==> config.mk <==
export PLATFORM = sky130hd
export DESIGN_NAME = sha3_squeeze_ctrl
export DESIGN_NICKNAME = d
export VERILOG_FILES = /design/src/rtl/sha3_pkg.sv /design/src/rtl/sha3_run_hs.sv /design/src/rtl/sha3_squeeze_ctrl.sv
export SDC_FILE = /design/constraint.sdc
export NUM_CORES = 1
export LEC_CHECK = 0
export BUFFER_PORTS_ARGS = -buffer_cell sky130_fd_sc_hd__buf_2
export CELL_PAD_IN_SITES_DETAIL_PLACEMENT = 1
export CELL_PAD_IN_SITES_GLOBAL_PLACEMENT = 1
export CORE_ASPECT_RATIO = 0.75
export CORE_MARGIN = 2
export CORE_UTILIZATION = 33
export CTS_BUF_LIST = sky130_fd_sc_hd__clkbuf_16
export DETAILED_ROUTE_END_ITERATION = 8
export PLACE_DENSITY = 0.76
export SLEW_MARGIN = 20
export SYNTH_ARGS = -nofsm -noshare
export SYNTH_HDL_FRONTEND = slang
export SYNTH_HIERARCHICAL = 1
export SYNTH_SLANG_ARGS = --single-unit
==> constraint.sdc <==
create_clock -name clk_i -period 2.4 [get_ports clk_i]
set_clock_uncertainty 0.1 [all_clocks]
set_input_delay 0.48 -clock clk_i [delete_from_list [all_inputs] [get_ports clk_i]]
set_output_delay 0.48 -clock clk_i [all_outputs]
set_load 0.05 [all_outputs]
==> src/rtl/sha3_pkg.sv <==
// Shared SHA3 control definitions.
// Holds the sparse squeeze-FSM encoding and its dense decode, the
// multi-bit boolean and life-cycle types, the SW error report struct and
// the REQ/ACK timeout counter width.
package sha3_pkg;

  // Multi-bit boolean: only the exact true code counts as true.
  typedef logic [3:0] mubi4_t;
  localparam mubi4_t MuBi4True  = 4'h6;
  localparam mubi4_t MuBi4False = 4'h9;

  // Life-cycle broadcast signal: anything but the exact off code is on.
  typedef logic [3:0] lc_tx_t;
  localparam lc_tx_t On  = 4'b0101;
  localparam lc_tx_t Off = 4'b1010;

  // Wide enough for AckTimeout values up to 255.
  localparam int unsigned TimeoutCntW = 8;

  typedef enum logic [7:0] {
    ErrNone          = 8'h00,
    ErrSha3SwControl = 8'h80
  } err_code_e;

  typedef struct packed {
    logic      valid;
    err_code_e code;
    logic [23:0] info;
  } err_t;

  // Sparse encoding: every pair of legal codes differs in at least 3 bits,
  // so a single or double upset never lands on another legal state.
  typedef enum logic [5:0] {
    StIdle          = 6'b101100,
    StAbsorb        = 6'b011001,
    StSqueeze       = 6'b110010,
    StAutoRun       = 6'b000111,
    StManualRun     = 6'b111111,
    StFlush         = 6'b010100,
    StTerminalError = 6'b100001
  } sha3_st_sparse_e;

  // Dense view of the FSM state, exported for observation.
  typedef enum logic [2:0] {
    StLIdle          = 3'd0,
    StLAbsorb        = 3'd1,
    StLSqueeze       = 3'd2,
    StLAutoRun       = 3'd3,
    StLManualRun     = 3'd4,
    StLFlush         = 3'd5,
    StLTerminalError = 3'd6
  } sha3_st_e;

  function automatic sha3_st_e sparse2logic(input sha3_st_sparse_e st);
    sha3_st_e res;
    case (st)
      StIdle:      res = StLIdle;
      StAbsorb:    res = StLAbsorb;
      StSqueeze:   res = StLSqueeze;
      StAutoRun:   res = StLAutoRun;
      StManualRun: res = StLManualRun;
      StFlush:     res = StLFlush;
      default:     res = StLTerminalError;
    endcase
    return res;
  endfunction

  function automatic logic mubi4_test_true_strict(input mubi4_t v);
    return v == MuBi4True;
  endfunction

  function automatic logic lc_tx_test_true_loose(input lc_tx_t v);
    return v != Off;
  endfunction

endpackage

==> src/rtl/sha3_run_hs.sv <==
// Keccak run request/grant handshake.
// Ports: run_req_i (request held by the FSM), run_ack_i (grant),
// keccak_run_o (one-cycle trigger on the first granted cycle of a request),
// timeout_hit_o (this cycle is the AckTimeout-th consecutive un-granted one),
// timeout_error_o (sticky copy of timeout_hit_o).
// Handshake: a request stays high until the permutation completes; the
// trigger fires once per request, on the first cycle run_req_i & run_ack_i,
// and re-arms only after run_req_i drops.
module sha3_run_hs
  import sha3_pkg::*;
#(
  parameter int unsigned AckTimeout = 255
) (
  input  logic clk_i,
  input  logic rst_ni,
  input  logic run_req_i,
  input  logic run_ack_i,
  output logic keccak_run_o,
  output logic timeout_hit_o,
  output logic timeout_error_o
);

  localparam logic [TimeoutCntW-1:0] TimeoutLast = TimeoutCntW'(AckTimeout - 1);
  localparam logic TimeoutEn = (AckTimeout != 0);

  logic                   fired_q;
  logic [TimeoutCntW-1:0] wait_cnt_q;
  logic                   timeout_error_q;

  assign keccak_run_o    = run_req_i & run_ack_i & ~fired_q;
  assign timeout_hit_o   = TimeoutEn & run_req_i & ~run_ack_i & (wait_cnt_q == TimeoutLast);
  assign timeout_error_o = timeout_error_q;

  always_ff @(posedge clk_i or negedge rst_ni) begin
    if (!rst_ni) begin
      fired_q         <= 1'b0;
      wait_cnt_q      <= '0;
      timeout_error_q <= 1'b0;
    end else begin
      if (!run_req_i) begin
        fired_q <= 1'b0;
      end else if (run_ack_i) begin
        fired_q <= 1'b1;
      end

      // Counts consecutive un-granted cycles only; a grant restarts it.
      if (TimeoutEn && run_req_i && !run_ack_i) begin
        wait_cnt_q <= wait_cnt_q + 1'b1;
      end else begin
        wait_cnt_q <= '0;
      end

      if (timeout_hit_o) begin
        timeout_error_q <= 1'b1;
      end
    end
  end

endmodule

==> src/rtl/sha3_squeeze_ctrl.sv <==
// SHA3 squeeze controller: sequences start/absorb, auto-squeezes up to
// nblocks digest blocks (one Keccak run between blocks), then hands control
// to SW for manual runs or the final done.
// Ports: start_i/process_i/run_i/done_i SW controls; nblocks_i block count
// sampled at start; keccak_* to the pad/core; absorbed_i/keccak_complete_i
// from the core; run_req_o/run_ack_i run handshake; block_valid_o/
// block_ready_i digest block stream; state_valid_o, blocks_left_o, error_o,
// sparse_fsm_error_o, timeout_error_o status; state_o dense FSM state.
// Block stream: a block transfers on a cycle with block_valid_o & block_ready_i.
module sha3_squeeze_ctrl
  import sha3_pkg::*;
#(
  parameter  int unsigned MaxBlocks  = 16,
  parameter  int unsigned AckTimeout = 255,
  localparam int unsigned CntW       = $clog2(MaxBlocks + 1)
) (
  input  logic            clk_i,
  input  logic            rst_ni,
  input  logic            start_i,
  input  logic            process_i,
  input  logic            run_i,
  input  mubi4_t          done_i,
  input  logic [CntW-1:0] nblocks_i,
  input  lc_tx_t          lc_escalate_en_i,
  output logic            keccak_start_o,
  output logic            keccak_process_o,
  output mubi4_t          keccak_done_o,
  input  mubi4_t          absorbed_i,
  input  logic            keccak_complete_i,
  output logic            run_req_o,
  input  logic            run_ack_i,
  output logic            keccak_run_o,
  output logic            block_valid_o,
  input  logic            block_ready_i,
  output logic            state_valid_o,
  output logic [CntW-1:0] blocks_left_o,
  output err_t            error_o,
  output logic            sparse_fsm_error_o,
  output logic            timeout_error_o,
  output sha3_st_e        state_o
);

  sha3_st_sparse_e state_q;
  logic [CntW-1:0] cnt_q;
  logic            processing_q;
  logic            start_q, process_q;
  mubi4_t          done_q;
  err_t            err_q;

  logic done_req, escalate, timeout_hit, sw_err;

  assign done_req = mubi4_test_true_strict(done_i);
  assign escalate = lc_tx_test_true_loose(lc_escalate_en_i);

  assign run_req_o          = (state_q == StAutoRun) || (state_q == StManualRun);
  assign state_valid_o      = (state_q == StSqueeze);
  assign block_valid_o      = (state_q == StSqueeze) && (cnt_q != '0);
  assign sparse_fsm_error_o = (state_q == StTerminalError);
  assign blocks_left_o      = cnt_q;
  assign keccak_start_o     = start_q;
  assign keccak_process_o   = process_q;
  assign keccak_done_o      = done_q;
  assign error_o            = err_q;
  assign state_o            = sparse2logic(state_q);

  sha3_run_hs #(
    .AckTimeout(AckTimeout)
  ) u_run_hs (
    .clk_i,
    .rst_ni,
    .run_req_i      (run_req_o),
    .run_ack_i,
    .keccak_run_o,
    .timeout_hit_o  (timeout_hit),
    .timeout_error_o
  );

  // Control inputs arriving where the current state does not accept them.
  always_comb begin
    sw_err = 1'b0;
    case (state_q)
      StIdle:      sw_err = process_i | run_i | done_req;
      StAbsorb:    sw_err = start_i | run_i | done_req | (process_i & processing_q);
      StSqueeze:   sw_err = start_i | process_i | ((cnt_q != '0) & (run_i | done_req));
      StAutoRun,
      StManualRun,
      StFlush:     sw_err = start_i | process_i | run_i | done_req;
      default:     sw_err = 1'b0;
    endcase
  end

  always_ff @(posedge clk_i or negedge rst_ni) begin
    if (!rst_ni) begin
      state_q      <= StIdle;
      cnt_q        <= '0;
      processing_q <= 1'b0;
      start_q      <= 1'b0;
      process_q    <= 1'b0;
      done_q       <= MuBi4False;
      err_q        <= '{valid: 1'b0, code: ErrNone, info: '0};
    end else begin
      start_q   <= 1'b0;
      process_q <= 1'b0;
      done_q    <= MuBi4False;
      err_q     <= '{valid: sw_err, code: ErrSha3SwControl,
                     info: 24'({done_req, run_i, process_i, start_i})};

      case (state_q)
        StIdle: begin
          if (start_i) begin
            state_q      <= StAbsorb;
            start_q      <= 1'b1;
            processing_q <= 1'b0;
            cnt_q        <= (nblocks_i > CntW'(MaxBlocks)) ? CntW'(MaxBlocks) : nblocks_i;
          end
        end
        StAbsorb: begin
          if (process_i && !processing_q) begin
            process_q    <= 1'b1;
            processing_q <= 1'b1;
          end
          if (mubi4_test_true_strict(absorbed_i)) begin
            state_q      <= StSqueeze;
            processing_q <= 1'b0;
          end
        end
        StSqueeze: begin
          // The block handshake outranks SW run/done requests.
          if (block_valid_o && block_ready_i) begin
            cnt_q <= cnt_q - CntW'(1);
            if (cnt_q != CntW'(1)) begin
              state_q <= StAutoRun;
            end
          end else if (cnt_q == '0) begin
            if (run_i) begin
              state_q <= StManualRun;
            end else if (done_req) begin
              state_q <= StFlush;
              done_q  <= done_i;
            end
          end
        end
        StAutoRun, StManualRun: begin
          if (keccak_complete_i) begin
            state_q <= StSqueeze;
          end
        end
        StFlush: begin
          state_q      <= StIdle;
          cnt_q        <= '0;
          processing_q <= 1'b0;
        end
        StTerminalError: state_q <= StTerminalError;
        default:         state_q <= StTerminalError;
      endcase

      if (timeout_hit) begin
        state_q <= StTerminalError;
      end

      if (escalate) begin
        state_q   <= StTerminalError;
        start_q   <= 1'b0;
        process_q <= 1'b0;
        done_q    <= MuBi4False;
      end
    end
  end

endmodule

==> results list, run 1 <==
* CTS tree: done
* Warning count from the yosys run: 6
- Count of mapped cells out of synthesis: 252
* Run status: complete, no violations
* Layout cell share with drive strength beyond 1: 35.76%
- After routing, the total negative slack on setup checks comes to 0 ns.
* Power density relative to cell area: between 400 and 500 nW/um^2
- Max-cap violations in this run came to 0.
- Share of the yosys chip area belonging to registers: a little under two fifths
- For this run, asynchronously set or reset flops after synthesis account for 100.0%.
- In the final design database the tool counted around 350 nets.
- The die covers ~7600 um^2.
- Vias in the first global route: about 2,000
- Post-synthesis area per instance: just over 9 um^2
- The detailed router placed ~2,000 vias in this run.
- The number of antenna violations at the first check in global routing came to 0.
- In the synthesized netlist the dominant register cell turns out to be sky130_fd_sc_hd__dfrtp_1.
- Once detailed placement completed, the half-perimeter wirelength came to approximately 4700 um.
- The later pin in the worst-skew pair is clocked with a latency of around 0.28 ns.
- Maximum root-to-sink buffer count: 2
- Final Cycle Share: between 90% and 100%
- Remaining antenna violation count after routing: 0
* Largest vdd supply drop: roughly 0.27 mV
- DRC viols: 0
* Number of register bits inferred by synthesis: 34
- The worst setup path is captured at a primary output.
- Overall power consumption: around 1.4 mW
* Tightest Hold Check Type: input pin to async pin
* Highest clock rate: approximately 0.43 GHz
- Transition time at the pin with the least slew margin: about 0.79 ns
- The floorplan step defined a core boundary enclosing between 6000 and 7000 um^2.
* WL final: between 6000 and 7000 um
- From synthesis to final layout, the design area changed by 23.39%.
* Global-route wire length before repair: slightly above 10,000 um
- CTS Hold Bufs: 0
- Total number of H-tree levels: 2
* Area share of the leading cell type in the synthesized netlist: 31.62%
- Global routing consumed, over all layers together, between 10% and 20% of the routing resources.
- Critical path startpoint category: flop
- Entering global routing, the biggest net connects 35 pins.
- Time the final worst path needs with I/O delays and setup: 2.325 ns
* First-pass iteration count of the detailed router: 4
- Number of buffers created by CTS: 5
* Initial core utilization: between 30% and 40%
- Top post-synthesis cells by area: sky130_fd_sc_hd__dfrtp_1 (32%), sky130_fd_sc_hd__buf_4 (9.2%), sky130_fd_sc_hd__dfstp_2 (5.7%)
- Counting every sink on the clock net gives 34.
- After synthesis the cells add up to about 2300 um^2.
- Yosys mapped a number of flops with a built-in enable equal to 0.
- Final worst-path setup slack: 0.07523 ns
- Final slew viol count: 0
- Per-cell routed wire length: between 15 and 20 um
- Required time of the critical path: 1.82 ns
- Setup violations remaining at the end of the flow were counted as 0.
- The worst pin sits at a relative slew slack of between 40% and 50%.
* Worst EP arrival: 1.74 ns
* Count of cell types in the netlist: between 60 and 70
* X dimension of the die: 100.3 um
- Static leakage: between 1 and 1.5 nW
- Minimum setup slack after placement: 0.2304 ns
- 1st-iter DRT viols: 77
- Highest fanout seen on the critical path: 7
- Std-Cell Rows: 26
* Routed vias/inst: between 5 and 6
* Port buffer count: 50
- I/O pin total: 78
- The hold violation total from the final report is 0.
* Die Span Y: between 70 and 80 um
- Routability-driven placement finished with a final weighted congestion of roughly 0.86.
* Reg clk slew, reported paths: 0.06 ns
- After global routing the overflow that remains totals 0.
* Root buffer cell: sky130_fd_sc_hd__clkbuf_16
- Synth area leader: sky130_fd_sc_hd__dfrtp_1
- Setup repair after global routing missed its margin: true
* Core utilization of the finished layout: 41.85%
- Antenna cells: 0
- Critical path class: flop to primary output
[layout make-up]
class | count | area, um^2
Multi-Input combinational cell | 195 | 1285
Clock inverter | 3 | 16.27
Sequential cell | 34 | 860.8
Tap cell | 84 | 105.1
Inverter | 12 | 47.55
Fill cell | 817 | 3935
Clock buffer | 5 | 125.1
Timing Repair Buffer | 67 | 391.6
[power by group]
group	internal, mW	leakage, nW	total (mW)	switching, mW
registers	0.578	0.434	0.579	0.000901
logic	0.0246	0.838	0.164	0.139
clock network	0.378	0.0672	0.618	0.240
[layout by cell type, fill, tap and decap left out, types with 2 or more instances in the layout]
master,count
sky130_fd_sc_hd__a21o_1,2
sky130_fd_sc_hd__a21oi_1,15
sky130_fd_sc_hd__a22o_1,3
sky130_fd_sc_hd__a31oi_1,3
sky130_fd_sc_hd__a32oi_1,2
sky130_fd_sc_hd__and3_1,3
sky130_fd_sc_hd__and3b_2,2
sky130_fd_sc_hd__and4bb_2,2
sky130_fd_sc_hd__buf_2,45
sky130_fd_sc_hd__buf_4,19
sky130_fd_sc_hd__clkbuf_16,5
sky130_fd_sc_hd__conb_1,28
sky130_fd_sc_hd__dfrtp_1,26
sky130_fd_sc_hd__dfrtp_2,3
sky130_fd_sc_hd__dfstp_2,5
sky130_fd_sc_hd__ha_1,5
sky130_fd_sc_hd__inv_1,10
sky130_fd_sc_hd__mux2i_1,4
sky130_fd_sc_hd__nand2_1,12
sky130_fd_sc_hd__nand2_2,2
sky130_fd_sc_hd__nand2b_1,4
sky130_fd_sc_hd__nand3_1,8
sky130_fd_sc_hd__nand4_1,4
sky130_fd_sc_hd__nand4bb_1,2
sky130_fd_sc_hd__nor2_1,22
sky130_fd_sc_hd__nor2_2,2
sky130_fd_sc_hd__nor2b_1,2
sky130_fd_sc_hd__nor3_1,5
sky130_fd_sc_hd__nor3_2,3
sky130_fd_sc_hd__nor3b_1,4
sky130_fd_sc_hd__o21a_1,3
sky130_fd_sc_hd__o21ai_0,11
sky130_fd_sc_hd__o21ai_1,4
sky130_fd_sc_hd__or3_1,5
sky130_fd_sc_hd__xor2_1,2
[worst paths after layout]
path                                     startpoint                       end  slack (ns)  cells after the start
max                                      state_q[2]                state_o[2]        0.08                      5
min                                          rst_ni               error_o[31]        0.18                      1
max reg2reg                        blocks_left_o[0]          blocks_left_o[3]        0.23                      7
min reg2reg                u_run_hs/timeout_error_o  u_run_hs/timeout_error_o        0.37                      1
max in group asynchronous                    rst_ni                state_q[4]        1.46                      1
min in group clk_i                        process_i                error_o[1]        0.29                      1
[Yosys cell counts (2+ instances only)]
master / count
sky130_fd_sc_hd__ha_1: 5
sky130_fd_sc_hd__o21ai_0: 11
sky130_fd_sc_hd__nand2b_1: 4
sky130_fd_sc_hd__or3_1: 6
sky130_fd_sc_hd__nand2_2: 2
sky130_fd_sc_hd__a31oi_1: 3
sky130_fd_sc_hd__xor2_1: 2
sky130_fd_sc_hd__a22o_1: 3
sky130_fd_sc_hd__o21a_1: 3
sky130_fd_sc_hd__nand4_1: 4
sky130_fd_sc_hd__nor2_1: 25
sky130_fd_sc_hd__buf_6: 3
sky130_fd_sc_hd__nor3_1: 8
sky130_fd_sc_hd__nor3b_1: 4
sky130_fd_sc_hd__buf_2: 5
sky130_fd_sc_hd__a21o_1: 2
sky130_fd_sc_hd__nor2b_1: 2
sky130_fd_sc_hd__inv_1: 11
sky130_fd_sc_hd__and3_1: 4
sky130_fd_sc_hd__and4bb_2: 2
sky130_fd_sc_hd__and3b_2: 2
sky130_fd_sc_hd__a21oi_1: 15
sky130_fd_sc_hd__dfstp_2: 5
sky130_fd_sc_hd__or2_2: 2
sky130_fd_sc_hd__nand3_1: 8
sky130_fd_sc_hd__conb_1: 2
sky130_fd_sc_hd__o21ai_1: 4
sky130_fd_sc_hd__buf_4: 28
sky130_fd_sc_hd__mux2i_1: 4
sky130_fd_sc_hd__dfrtp_1: 29
sky130_fd_sc_hd__nand2_1: 12
sky130_fd_sc_hd__a32oi_1: 2
sky130_fd_sc_hd__nand4bb_1: 2
[worst max-delay path, stage by stage (launching register included)]
cell                      delay (ns)
sky130_fd_sc_hd__dfstp_2        0.58
sky130_fd_sc_hd__and2b_4        0.23
sky130_fd_sc_hd__a22o_1         0.23
sky130_fd_sc_hd__and3_4         0.18
sky130_fd_sc_hd__nor2_2         0.09
sky130_fd_sc_hd__buf_6          0.16
[sequential cells by signal (all words and copies together), names as in the netlist]
| name | flops |
|---|---|
| keccak_start_o | 1 |
| u_run_hs/fired_q | 1 |
| keccak_done_o | 4 |
| u_run_hs/wait_cnt_q | 8 |
| processing_q | 1 |
| u_run_hs/timeout_error_o | 1 |
| error_o | 6 |
| state_q | 6 |
| blocks_left_o | 5 |
| keccak_process_o | 1 |
[timing repair]
item,4_1_cts,5_1_grt
endpoints found under the hold margin,0,0
setup endpoints to repair,5,6
gates resized for setup,6,11
cloned,0,0
pin swaps,0,0
buffers inserted,0,7
[stage by stage]
step / std cells / hold slack, ns / area (um^2)
after floorplan: 278 / 0.08441 / 2451
after global placement: 385 / 0.3491 / 2586
after detailed placement: 385 / 0.3601 / 2586
after CTS: 393 / 0.2091 / 2739
after global routing: 400 / 0.2414 / 2831
final: 400 / 0.1828 / 2831
[logic make-up after synthesis]
kind of cell / share of synthesized area, %
XOR/XNOR: 1.145
other: 0.3273
adder cells (fa/ha/maj): 2.726
AND/OR/NAND/NOR: 26.88
flip-flops: 37.35
AO/OA/AOI/OAI: 15.98
multiplexers: 1.745
buffers and inverters: 13.85
[layer usage]
layer	GRT usage [%]	part of all wire, %	wire length [um]
met5	0	0	0
met4	4.110	0.92	59
met3	3.578	6.0	386
met2	28.05	48	3036
met1	22.91	45	2906
No activity file was read; power rests on OpenSTA's default activity.
==> run 2: changes to the inputs <==
--- a/config.mk
+++ b/config.mk
@@ -13,7 +13,7 @@
 export CORE_UTILIZATION = 33
 export CTS_BUF_LIST = sky130_fd_sc_hd__clkbuf_16
 export DETAILED_ROUTE_END_ITERATION = 8
-export PLACE_DENSITY = 0.76
+export PLACE_DENSITY = 0.84
 export SLEW_MARGIN = 20
 export SYNTH_ARGS = -nofsm -noshare
 export SYNTH_HDL_FRONTEND = slang
==> results list, run 2 (synthesized netlist as in run 1, its figures left out) <==
* Relative slew margins: slightly below 50%
- For this run, design rule violations remaining after detail routing come to 0.
- Worst path max stage delay: 0.60 ns
- Of the cells placed in the final design, the portion with a size suffix greater than 1 is between 30% and 40%.
* Final Net Count: 342
- After global routing the overflow that remains totals 0.
* Maximum root-to-sink buffer count: 2
- Required time of the critical path: ~1.8 ns
- The register with the most flip-flops in the layout has 8 of them.
- Worst EP arrival: 1.76 ns
- Number of antenna violations at the first check in global routing: 0
- Derived from the worst setup path, the maximum achievable clock frequency is 0.4272 GHz.
- Remaining antenna violation count after routing: 0
* Number of buffers created by CTS: 5
* Static leakage: roughly 1.3 nW
- Critical Path Stages: 4
* CP max-delay cell: sky130_fd_sc_hd__dfstp_2
- Across all hold checks on the routed design, the worst slack comes to 0.1827 ns.
- The hold violation total from the final report was 0.
* Maxcap violations: 0
- Total clock sinks: 34
- Final worst-path setup slack: around 0.059 ns
- Die Span Y: between 70 and 80 um
* Via count: about 2,000
* Critical path startpoint category: flop
- Per-cell routed wire length: about 16 um
- CTS tree: done
* Layout fillers: about 830
- The number of global-route vias before repair was 1,969.
* Depth of the worst register-to-register path: 9
- Internal power comes to between 0.9 and 1 mW.
- Minimum setup slack after placement: between 0.15 and 0.2 ns
- The worst register-to-register path begins at state_q[5].
* Switching share of power: 27.64%
- Last weighted congestion value of the routability-driven placer: about 0.84
* Std-Cell Core Area: approximately 6800 um^2
- Critical path endpoint category: primary output
- In the final timing run, aggregate negative setup slack is 0 ns.
- Counting both buffers and inverters, the worst setup path holds a total of 2.
* Reg clk slew, reported paths: around 0.05 ns
- Antenna cells: 0
* Top reg by flops: u_run_hs/wait_cnt_q
- In the layout the commonest cells are sky130_fd_sc_hd__buf_2 (44), sky130_fd_sc_hd__conb_1 (28), sky130_fd_sc_hd__dfrtp_1 (26).
* Capturing point of the worst reg2reg path: state_q[0]
* Total number of H-tree levels: 2
- Final Cycle Share: between 90% and 100%
- In the routed layout, each cell is associated on average with a via count of 5.025.
- Root buffer cell: sky130_fd_sc_hd__clkbuf_16
* Combinational group share of total power: a little under an eighth
* Setup repair after global routing missed its margin: true
- Multi-input gate area: about 1300 um^2
- Clock latency on the worst-skew pair: 0.28 ns
- Registers are responsible for 42.7% of the overall power.
- Run status: complete, no violations
- Entering global routing, the biggest net connects 35 pins.
- Std-Cell Rows: 26
- Largest delay share family, worst path: flip-flops
- For flop-to-flop paths, the worst setup slack is between 0.2 and 0.25 ns.
- Die area: between 7000 and 8000 um^2
- Critical path class: flop to primary output
- For this design the total switching power over the nets is about 0.37 mW.
- Total track usage: about 16%
- Transition time at the pin with the least slew margin: 0.7760 ns
- The library cell used most frequently in the layout, excluding fill and tap cells, is sky130_fd_sc_hd__buf_2.
- In this run the worst path has a maximum fanout of 10.
- In the final layout, flip-flops and latches occupy ~860 um^2.
* X dimension of the die: around 100 um
* WL final: around 6400 um
* Part of the total power dissipated in the clock network: 45.3%
- Tightest Hold Check Type: input pin to async pin
* Global-route wire length before repair: approximately 10,000 um
- Final slew viol count: 0
- Cells traversed along the worst timing path: nor2b_4 > nand4_4 > inv_2 > buf_4
- Initial core utilization: between 30% and 40%
- Power density relative to cell area: between 400 and 500 nW/um^2
- slightly below 80 I/O pins were placed.
- Largest vdd supply drop: between 0.2 and 0.3 mV
* First-pass iteration count of the detailed router: 4
- Time the final worst path needs with I/O delays and setup: between 2 and 2.5 ns
* Area Overhead vs Synth: 21.76%
- Setup violations remaining at the end of the flow were counted as 0.
- The detailed router finished its first iteration with 70 violations.
- Port buffer count: 50
* Core utilization of the finished layout: 41.29%
* Post-detail-place hpwl: approximately 4700 um
run 2: timing repair:
action / 4_1_cts / 5_1_grt
hold buffers: 0 / 0
endpoints found under the setup margin: 5 / 6
endpoints found under the hold margin: 0 / 0
gates resized for setup: 7 / 8
pin swaps: 0 / 1
buffers inserted: 2 / 5
run 2: worst max path at each step:
stage	from	to	slack [ns]
5_1_grt	state_q[3]	state_valid_o	-0.03
3_5_place_dp	state_q[5]	state_valid_o	0.16
3_3_place_gp	state_q[5]	state_valid_o	0.21
2_1_floorplan	state_q[2]	state_o[2]	0.05
6_report	state_q[5]	state_valid_o	0.06
4_1_cts	state_q[4]	state_o[2]	0.05
run 2: area by class of cell:
| type | count | area share (%) |
|---|---|---|
| clock buffers | 5 | 4.478 |
| well taps | 84 | 3.762 |
| repair buffers | 64 | 13.26 |
| flip-flops and latches | 34 | 30.81 |
| clock inverters | 3 | 0.5822 |
| multi-input cells | 195 | 45.50 |
| inverters | 12 | 1.612 |
run 2: metal layers:
| layer | up-vias | routed length, um | GRT usage [%] |
|---|---|---|---|
| li1 | 958 | - | - |
| met1 | 980 | 2988 | 23.24 |
| met2 | 52 | 3045 | 26.24 |
| met3 | 5 | 284 | 3.486 |
| met4 | 0 | 32 | 2.877 |
| met5 | - | 0 | 0 |
run 2: power groups by stage:
stage	logic (mW)	registers, mW	clock network, mW
after floorplan	0.140	0.603	0
after global placement	0.159	0.588	0
after detailed placement	0.162	0.588	0
after CTS	0.162	0.578	0.625
after global routing	0.171	0.579	0.648
final	0.162	0.579	0.614
run 2: stage by stage:
step	total power [mW]	instance area (um^2)	std cells
3_3_place_gp	0.7477	2564	382
6_report	1.354	2794	397
2_1_floorplan	0.7430	2451	278
3_5_place_dp	0.7499	2564	382
4_1_cts	1.365	2740	392
5_1_grt	1.397	2794	397
